===== src/rtl/issue_scoreboard_pkg.sv =====
// Shared definitions for the dual-slot issue scoreboard: opcode classes,
// FSM state type and per-field decode helpers.
package issue_pkg;

  localparam int REG_W = 3;

  localparam logic [3:0] OP_NOP  = 4'h0;
  localparam logic [3:0] OP_ST   = 4'hB;
  localparam logic [3:0] OP_BR   = 4'hC;
  localparam logic [3:0] OP_SYNC = 4'hE;

  typedef enum logic [1:0] {
    RUN   = 2'd0,
    DRAIN = 2'd1,
    FLUSH = 2'd2
  } state_e;

  function automatic logic writes_rd(input logic [3:0] op);
    return !(op == OP_NOP || op == OP_ST || op == OP_BR || op == OP_SYNC);
  endfunction

  function automatic logic reads_rs1(input logic [3:0] op);
    return !(op == OP_NOP || op == OP_SYNC);
  endfunction

  // Register-form instructions only; NOP and SYNC never read a source.
  function automatic logic reads_rs2(input logic [3:0] op, input logic imm);
    return !imm && reads_rs1(op);
  endfunction

endpackage


===== src/rtl/issue_scoreboard_if.sv =====
// Fetch/writeback side bundle of the issue scoreboard. master = fetch/decode
// driver, slave = scoreboard.
interface issue_scoreboard_if #(
  parameter int NREG = 8,
  parameter int IW   = 16,
  parameter int NWB  = 2
);
  localparam int RW = $clog2(NREG);
  localparam int CW = $clog2(NREG + 1);

  logic [1:0]        in_valid;
  logic [IW-1:0]     instr0;
  logic [IW-1:0]     instr1;
  logic [NWB-1:0]    wb_valid;
  logic [RW*NWB-1:0] wb_rd;
  logic              flush;
  logic [1:0]        grant;
  logic              stall;
  logic [NREG-1:0]   busy;
  logic [CW-1:0]     inflight;
  logic              err_wb_idle;

  modport master (
    output in_valid, instr0, instr1, wb_valid, wb_rd, flush,
    input  grant, stall, busy, inflight, err_wb_idle
  );

  modport slave (
    input  in_valid, instr0, instr1, wb_valid, wb_rd, flush,
    output grant, stall, busy, inflight, err_wb_idle
  );

endinterface


===== src/rtl/issue_scoreboard_hazard.sv =====
// issue_hazard_check: decodes one instruction slot and flags a RAW/WAW
// conflict against the supplied busy vector.
module issue_hazard_check
  import issue_pkg::*;
#(
  parameter int NREG = 8,
  parameter int IW   = 16
) (
  input  logic [NREG-1:0]  busy_i,
  input  logic [IW-1:0]    instr_i,
  output logic             hz_o,
  output logic             wr_o,
  output logic             rs1_rd_o,
  output logic             rs2_rd_o,
  output logic             sync_o,
  output logic             br_o,
  output logic [REG_W-1:0] rd_o,
  output logic [REG_W-1:0] rs1_o,
  output logic [REG_W-1:0] rs2_o
);

  logic [3:0] op;
  logic       imm;
  logic       unused_lsb;

  assign op         = instr_i[15:12];
  assign imm        = instr_i[11];
  assign rd_o       = instr_i[10:8];
  assign rs1_o      = instr_i[7:5];
  assign rs2_o      = instr_i[4:2];
  assign unused_lsb = ^instr_i[1:0];

  assign wr_o     = writes_rd(op);
  assign rs1_rd_o = reads_rs1(op);
  assign rs2_rd_o = reads_rs2(op, imm);
  assign sync_o   = (op == OP_SYNC);
  assign br_o     = (op == OP_BR);

  assign hz_o = (rs1_rd_o & busy_i[rs1_o])
              | (rs2_rd_o & busy_i[rs2_o])
              | (wr_o     & busy_i[rd_o]);

endmodule


===== src/rtl/issue_scoreboard.sv =====
// issue_scoreboard: dual-slot issue control with a per-register busy scoreboard,
// SYNC drain and branch-flush bubble. Define WB_BYPASS_EN to let a same-cycle
// writeback release a dependent instruction.
module issue_scoreboard
  import issue_pkg::*;
#(
  parameter int NREG = 8,
  parameter int IW   = 16,
  parameter int NWB  = 2
) (
  input logic               clk,
  input logic               reset,
  issue_scoreboard_if.slave bus
);

  localparam int CW = $clog2(NREG + 1);

  state_e            state_q, state_d;
  logic [NREG-1:0]   busy_q, busy_d;
  logic              err_q, err_d;
  logic [NREG-1:0]   wbclr;
  logic [NREG-1:0]   set_v;
  logic [NREG-1:0]   hz_busy;
  logic              wb_idle;
  logic [1:0]        grant;
  logic              pair_dep;
  logic [CW-1:0]     cnt;

  logic              hz0, wr0, sync0, br0;
  logic [REG_W-1:0]  rd0;
  logic              hz1, wr1, rs1rd1, rs2rd1;
  logic [REG_W-1:0]  rd1, rs1_1, rs2_1;
  logic              unused_rs1rd0, unused_rs2rd0, unused_sync1, unused_br1;
  logic [REG_W-1:0]  unused_rs1_0, unused_rs2_0;

  always_comb begin
    wbclr   = '0;
    wb_idle = 1'b0;
    for (int k = 0; k < NWB; k++) begin
      if (bus.wb_valid[k]) begin
        wbclr[bus.wb_rd[REG_W*k +: REG_W]] = 1'b1;
        if (!busy_q[bus.wb_rd[REG_W*k +: REG_W]]) wb_idle = 1'b1;
      end
    end
  end

`ifdef WB_BYPASS_EN
  assign hz_busy = busy_q & ~wbclr;
`else
  assign hz_busy = busy_q;
`endif

  issue_hazard_check #(.NREG(NREG), .IW(IW)) u_hz0 (
    .busy_i   (hz_busy),
    .instr_i  (bus.instr0),
    .hz_o     (hz0),
    .wr_o     (wr0),
    .rs1_rd_o (unused_rs1rd0),
    .rs2_rd_o (unused_rs2rd0),
    .sync_o   (sync0),
    .br_o     (br0),
    .rd_o     (rd0),
    .rs1_o    (unused_rs1_0),
    .rs2_o    (unused_rs2_0)
  );

  issue_hazard_check #(.NREG(NREG), .IW(IW)) u_hz1 (
    .busy_i   (hz_busy),
    .instr_i  (bus.instr1),
    .hz_o     (hz1),
    .wr_o     (wr1),
    .rs1_rd_o (rs1rd1),
    .rs2_rd_o (rs2rd1),
    .sync_o   (unused_sync1),
    .br_o     (unused_br1),
    .rd_o     (rd1),
    .rs1_o    (rs1_1),
    .rs2_o    (rs2_1)
  );

  // Issue decision and FSM next state; flush overrides every other transition.
  always_comb begin
    state_d  = state_q;
    grant    = 2'b00;
    pair_dep = wr0 && ((rs1rd1 && rs1_1 == rd0) ||
                       (rs2rd1 && rs2_1 == rd0) ||
                       (wr1    && rd1   == rd0));
    if (!reset && state_q == RUN && !bus.flush && bus.in_valid[0] && !hz0)
      grant[0] = sync0 ? (busy_q == '0) : 1'b1;
    grant[1] = grant[0] & bus.in_valid[1] & ~hz1 & ~sync0 & ~br0 & ~pair_dep;

    case (state_q)
      RUN:     if (bus.in_valid[0] && sync0 && busy_q != '0) state_d = DRAIN;
      DRAIN:   if (busy_q == '0) state_d = RUN;
      FLUSH:   state_d = RUN;
      default: state_d = RUN;
    endcase
    if (bus.flush) state_d = FLUSH;
  end

  // A register issued and written back in the same cycle stays busy.
  always_comb begin
    set_v = '0;
    if (grant[0] && wr0) set_v[rd0] = 1'b1;
    if (grant[1] && wr1) set_v[rd1] = 1'b1;
    busy_d = (busy_q & ~wbclr) | set_v;
    err_d  = err_q | wb_idle;
  end

  always_ff @(posedge clk) begin
    if (reset) begin
      state_q <= RUN;
      busy_q  <= '0;
      err_q   <= 1'b0;
    end else begin
      state_q <= state_d;
      busy_q  <= busy_d;
      err_q   <= err_d;
    end
  end

  always_comb begin
    cnt = '0;
    for (int r = 0; r < NREG; r++) cnt = cnt + CW'(busy_q[r]);
  end

  assign bus.grant       = grant;
  assign bus.stall       = ~reset & bus.in_valid[0] & ~grant[0];
  assign bus.busy        = busy_q;
  assign bus.inflight    = cnt;
  assign bus.err_wb_idle = err_q;

endmodule


===== src/flat_wrapper.sv =====
// flat-port wrapper written by rule: the top's interface ports become plain ports
module issue_scoreboard_flat import issue_pkg::*;
#(
  parameter int NREG = 8,
  parameter int IW   = 16,
  parameter int NWB  = 2
)
  (clk, reset, bus_in_valid, bus_instr0, bus_instr1, bus_wb_valid, bus_wb_rd, bus_flush, bus_grant, bus_stall, bus_busy, bus_inflight, bus_err_wb_idle);
  issue_scoreboard_if #(.NREG(NREG), .IW(IW), .NWB(NWB)) bus_i ();
  input logic clk;
  input logic reset;
  input wire logic [$bits(bus_i.in_valid)-1:0] bus_in_valid;
  input wire logic [$bits(bus_i.instr0)-1:0] bus_instr0;
  input wire logic [$bits(bus_i.instr1)-1:0] bus_instr1;
  input wire logic [$bits(bus_i.wb_valid)-1:0] bus_wb_valid;
  input wire logic [$bits(bus_i.wb_rd)-1:0] bus_wb_rd;
  input wire logic [$bits(bus_i.flush)-1:0] bus_flush;
  output wire logic [$bits(bus_i.grant)-1:0] bus_grant;
  output wire logic [$bits(bus_i.stall)-1:0] bus_stall;
  output wire logic [$bits(bus_i.busy)-1:0] bus_busy;
  output wire logic [$bits(bus_i.inflight)-1:0] bus_inflight;
  output wire logic [$bits(bus_i.err_wb_idle)-1:0] bus_err_wb_idle;
  assign bus_i.in_valid = bus_in_valid;
  assign bus_i.instr0 = bus_instr0;
  assign bus_i.instr1 = bus_instr1;
  assign bus_i.wb_valid = bus_wb_valid;
  assign bus_i.wb_rd = bus_wb_rd;
  assign bus_i.flush = bus_flush;
  assign bus_grant = bus_i.grant;
  assign bus_stall = bus_i.stall;
  assign bus_busy = bus_i.busy;
  assign bus_inflight = bus_i.inflight;
  assign bus_err_wb_idle = bus_i.err_wb_idle;
  issue_scoreboard #(.NREG(NREG), .IW(IW), .NWB(NWB)) u_core (.clk(clk), .reset(reset), .bus(bus_i));
endmodule

===== config.mk =====
export PLATFORM = sky130hd
export DESIGN_NAME = issue_scoreboard_flat
export DESIGN_NICKNAME = d
export VERILOG_FILES = /design/src/rtl/issue_scoreboard_pkg.sv /design/src/rtl/issue_scoreboard_if.sv /design/src/rtl/issue_scoreboard_hazard.sv /design/src/rtl/issue_scoreboard.sv /design/src/flat_wrapper.sv
export SDC_FILE = /design/constraint.sdc
export NUM_CORES = 1
export LEC_CHECK = 0
export CAP_MARGIN = 20
export CORE_MARGIN = 10
export CORE_UTILIZATION = 34
export CTS_BUF_LIST = sky130_fd_sc_hd__clkbuf_8
export DETAILED_ROUTE_END_ITERATION = 16
export GPL_ROUTABILITY_DRIVEN = 1
export GPL_TIMING_DRIVEN = 0
export HOLD_SLACK_MARGIN = 0.15
export PLACE_DENSITY_LB_ADDON = 0.08
export REMOVE_ABC_BUFFERS = 1
export SYNTH_ARGS = -nofsm -noshare
export SYNTH_HDL_FRONTEND = slang
export SYNTH_HIERARCHICAL = 1
export SYNTH_SLANG_ARGS = --single-unit

===== constraint.sdc =====
create_clock -name clk -period 2.82 [get_ports clk]
set_clock_uncertainty 0.15 [all_clocks]
set_input_delay 0.282 -clock clk [delete_from_list [all_inputs] [get_ports clk]]
set_output_delay 0.282 -clock clk [all_outputs]
set_load 0.03 [all_outputs]

==> impl_metrics.yaml, run 1 <==
clock_tree:
  cts_made_buffers: 3
  cts_max_level: 1
  cts_tree: "built"
  max-clock-path-buffers: 2
  clkLatencyLatePin_ns: 0.24
  clk_pin_slew_ns: 0.06
  holdBufCountCts: 0
  cts.sinks: 11
  root_buffer: "clkbuf_8"
placement:
  placedCellCount: 306
  place_area_um2: 2330
  port-buffer-count: 56
  dp.final_hpwl_mm: 4.52
  pre_cts_slack_ns: -1.57
  gp_congestion: 0.895
sta:
  report.final.slew_viol_count: 0
  relSlewSlack_pct: 68.7
  setup_violations: 15
  finalHoldViolations: 0
  setup_ws_ns: -0.590
  tightest_slew_ns: 0.468
  rsz0062_at_grt: "true"
  max_freq_mhz: 293
  finalSetupTns_ns: -5.56
  period_share_pct: 121
  period_needed_ns: 3.41
pwr:
  power_w: 0.000576
  clkPwrFrac_pct: 28.9
  intPower_w: 0.000379
  leakagePower_nw: 0.998
  p_comb_share_pct: 42.6
  seqPwrFrac_pct: 28.5
  p_switching_w: 0.000197
  p_per_area_nw_per_um2: 219
  p_sw_share_pct: 34.2
  ir_worst_vdd_mv: 0.143
hold_path:
  holdPathStages: 3
  hold_path.class: "input pin to flip-flop"
  hp-start: "bus_instr0[9]"
  min_to: "u_core/bus.busy[6]"
synthesis:
  syn_area_um2: 1820
  avgSynthCellArea_um2: 8.94
  yosysWarnings: 6
  postSynthCellCount: 203
floorplanning:
  core_um2: 5140
  ioPinCount: 61
  start_util_pct: 35.3
  fp-row-count: 26
  die_w_um: 93.1
  die_area_um2: 8660
  die_h_um: 93.1
critical_path:
  crit_path_max_fanout: 3
  crit_buf_inv: 3
  critical_path_class: "flip-flop to output pin"
  critPathMostFrequentCell: "fa_1"
  crit_path_start_kind: "flip-flop"
  r2r-end: "u_core/bus.busy[4]"
  cp-startpoint: "u_core/bus.busy[0]"
  r2r-start: "u_core/bus.busy[0]"
  rr_worst_depth: 10
  worst_ep_arrival_time_ns: 2.98
  rrSetupSlack_ns: -0.42
  max_stage_delay_ns: 0.53
  cp_cell_sequence: "fa_1, inv_1, fa_1, fa_1, inv_2, ha_4, fa_2, buf_6"
  slowest_stage: "fa_1"
  crit_required_ns: 2.39
  crit_path_end_kind: "output pin"
  critical_path.top_delay_family: "adder cells"
final_layout:
  fin_cells: 324
  fin_area_um2: 2640
  final_cell_mix: "39 x clkdlybuf4s50_1, 14 x mux4_2, 12 x buf_4, 12 x inv_1"
  antenna_cells: 0
  layout.nets: 308
  drive_above_1_share_pct: 31.9
  area_growth_pct: 45.3
  final_common_cell: "clkdlybuf4s50_1"
flow_run:
  drv_cap: 0
grt:
  grt_pass1_vias: 1849
  antenna_found_initial: 0
  grt_max_degree: 14
  grt_pass1_wl_mm: 9.76
  track_usage_pct: 13.7
  overflow: 0
routing:
  wl_per_cell_um: 19.4
  drc: 0
  finalWirelength_mm: 6.28
  vias_per_cell: 5.82
  drtIter0Drc: 116
  ant_nets: 0
  first_pass_iters: 4
  vias: 1886
status:
  violations: "setup timing"
  outcome: "finished with violations"
## worst register-to-register path, delay by kind of cell (launching register included)
family                 cells  cell delay (ns)
DFF                        1             0.35
AOI/OAI and AO/OA          2             0.49
muxes                      2             0.67
buffers and inverters      2             0.30
and+or+nand+nor            4             1.20
## power groups by stage
stage / combinational [W] / sequential (W) / clock [W]
after floorplan: 0.0000941 / 0.000173 / 0
after global placement: 0.000218 / 0.000171 / 0
after detailed placement: 0.000218 / 0.000171 / 0
after CTS: 0.000240 / 0.000164 / 0.000169
after global routing: 0.000262 / 0.000165 / 0.000183
final: 0.000246 / 0.000164 / 0.000167
## layer usage
metal / track usage, % / vias to the layer above / share of wire (%)
li1: - / 884 / -
met1: 18.4 / 914 / 45
met2: 22.0 / 82 / 47
met3: 2.64 / 6 / 6.9
met4: 2.96 / 0 / 0.73
met5: 0 / - / 0
## worst max-delay path by stage
stage / to / slack [ns] / cells after the start
floorplan: bus_inflight[2] / -0.82 / 8
global placement: bus_grant[1] / -1.55 / 8
detailed placement: bus_grant[1] / -1.57 / 8
CTS: bus_inflight[1] / -0.60 / 8
global route: bus_inflight[2] / -0.69 / 9
finish: bus_inflight[1] / -0.59 / 8
## per-stage QoR
step,hold slack (ns),utilization (%)
3_3_place_gp,0.333,45.4
6_report,0.311,51.3
2_1_floorplan,0.204,-
3_5_place_dp,0.329,45.4
5_1_grt,0.323,51.3
4_1_cts,0.358,50.3
## sequential cells by signal, indices dropped and copies added, names as in the netlist
register                count
u_core/bus.err_wb_idle      1
u_core/bus.busy             8
u_core/state_q              2
## final cells by class
cell class	instances	area, um2
sequential	11	238
inverter	14	52.6
clock inverter	1	5.00
timing repair buffer	70	668
clock buffer	3	41.3
multi-input combinational	155	1550
tap	70	87.6
fill	514	2500
## timing repair
| action | in CTS | in global routing |
|---|---|---|
| resized for setup | 97 | 17 |
| setup buffers | 11 | 4 |
| pin swaps | 16 | 8 |
| gates cloned | 0 | 0 |
| endpoints found under the setup margin | 15 | 15 |
No activity file was read; power rests on OpenSTA's default activity.
==> inputs of run 2 (changes only) <==
- SKIP_CTS_REPAIR_TIMING: unset -> 1
- clock period: 2.82 -> 2.9 ns (I/O delays scaled with it)
==> impl_metrics.yaml, run 2 (synthesized netlist as in run 1, its figures left out) <==
grt:
  antenna_found_initial: 0
  grt_max_degree: 14
  track_usage_pct: 12.9
  overflow: 0
  grt_use_met2_pct: 20.6
  use_met1_pct: 17.5
  grt_pass1_vias: 1749
  busiest_layer: "met2"
  grt_pass1_wl_mm: 9.23
  grt.met3_usage_pct: 2.64
placement:
  place_area_um2: 2330
  gp_congestion: 0.895
  port-buffer-count: 56
  dp.final_hpwl_mm: 4.52
floorplanning:
  die_w_um: 93.1
  ioPinCount: 61
  start_util_pct: 35.3
  core_um2: 5140
  die_h_um: 93.1
  die_area_um2: 8660
  fp-row-count: 26
routing:
  drc: 0
  finalWirelength_mm: 6.17
  ant_nets: 0
  drtIter0Drc: 137
  vias_per_cell: 5.89
  vias: 1895
  first_pass_iters: 4
  wl_per_cell_um: 19.2
sta:
  finalHoldViolations: 0
  tightest_slew_ns: 0.491
  report.final.slew_viol_count: 0
  relSlewSlack_pct: 67.1
  setup_violations: 15
  period_share_pct: 118
  setup_ws_ns: -0.527
  rsz0062_at_grt: "true"
  max_freq_mhz: 292
  period_needed_ns: 3.43
clock_tree:
  clkLatencyLatePin_ns: 0.24
  cts_max_level: 1
  max-clock-path-buffers: 2
  cts.sinks: 11
  clk_pin_slew_ns: 0.06
  root_buffer: "clkbuf_8"
  cts_tree: "built"
  cts_made_buffers: 3
final_layout:
  n_fill_cell: 512
  antenna_cells: 0
  largest_reg_flops: 8
  final_cell_mix: "37 x clkdlybuf4s50_1, 14 x mux4_2, 13 x buf_4, 13 x inv_1, 10 x dlymetal6s2s_1"
  drive_above_1_share_pct: 28.6
  fin_area_um2: 2600
  layout.nets: 306
  area_growth_pct: 43.1
  final_common_cell: "clkdlybuf4s50_1"
critical_path:
  max_stage_delay_ns: 0.53
  crit_path_start_kind: "flip-flop"
  critical_path_class: "flip-flop to output pin"
  crit_path_end_kind: "output pin"
  cp_cell_sequence: "fa_1, inv_1, fa_1, fa_1, inv_2, ha_4, fa_2, buf_6"
  crit_required_ns: 2.46
  worst_ep_arrival_time_ns: 2.99
  crit_path_max_fanout: 6
  critPathMostFrequentCell: "fa_1"
  slowest_stage: "fa_1"
pwr:
  p_per_area_nw_per_um2: 214
  power_w: 0.000555
  leakagePower_nw: 1.06
  ir_worst_vdd_mv: 0.140
status:
  violations: "setup timing"
  outcome: "finished with violations"
hold_path:
  hold_path.class: "flip-flop to flip-flop"
flow_run:
  drv_cap: 0
## run 2: cell types whose count changed in the layout (fill, tap and decap cells not counted), moves of 2 or more
cell and change:
nor4_1 +2, dlygate4sd2_1 -6, clkdlybuf4s50_1 -2, buf_6 -4, dlymetal6s2s_1 +9
## run 2: where the power goes
group | switching [W] | internal [W]
logic | 0.000115 | 0.000119
clock network | 0.0000663 | 0.0000948
registers | 0.00000691 | 0.000153
## run 2: per-layer routing
layer  vias up  part of all wire, %
met4         0                 0.70
met5         -                    0
li1        881                    -
met3         6                  7.2
met1       918                   46
met2        90                   47
## run 2: per-stage QoR
step / std cells / setup TNS [ns] / utilization (%) / setup slack, ns / hold WS [ns]
final: 322 / -3.41 / 50.6 / -0.527 / 0.359
after global routing: 322 / -4.54 / 50.6 / -0.630 / 0.376
after CTS: 310 / -15.67 / 46.3 / -1.51 / 0.358
after detailed placement: 306 / -16.50 / 45.4 / -1.50 / 0.329
after global placement: 306 / -16.39 / 45.4 / -1.48 / 0.333
after floorplan: 180 / -4.74 / - / -0.746 / 0.212
## run 2: cell type report
class | instances | area [um2] | share of cell area, %
Timing Repair Buffer | 68 | 664 | 25.6
Inverter | 14 | 52.6 | 2.02
Multi-Input combinational cell | 155 | 1510 | 58.2
Clock inverter | 1 | 5.00 | 0.193
Sequential cell | 11 | 236 | 9.10
Tap cell | 70 | 87.6 | 3.37
Clock buffer | 3 | 41.3 | 1.59
## run 2: worst max-delay path: cells and delay by family, from the launching register on
family | cells | cell delay (ns)
DFF | 1 | 0.36
buffers and inverters | 3 | 0.23
adders and majority gates | 5 | 2.16
## run 2: worst paths after layout
check / start / endpoint / slack (ns) / cells after the start
max: u_core/bus.busy[0] / bus_inflight[1] / -0.53 / 8
min: u_core/bus.err_wb_idle / u_core/bus.err_wb_idle / 0.36 / 2
max reg2reg: u_core/bus.busy[1] / u_core/bus.busy[4] / -0.22 / 9
min reg2reg: u_core/bus.err_wb_idle / u_core/bus.err_wb_idle / 0.36 / 2
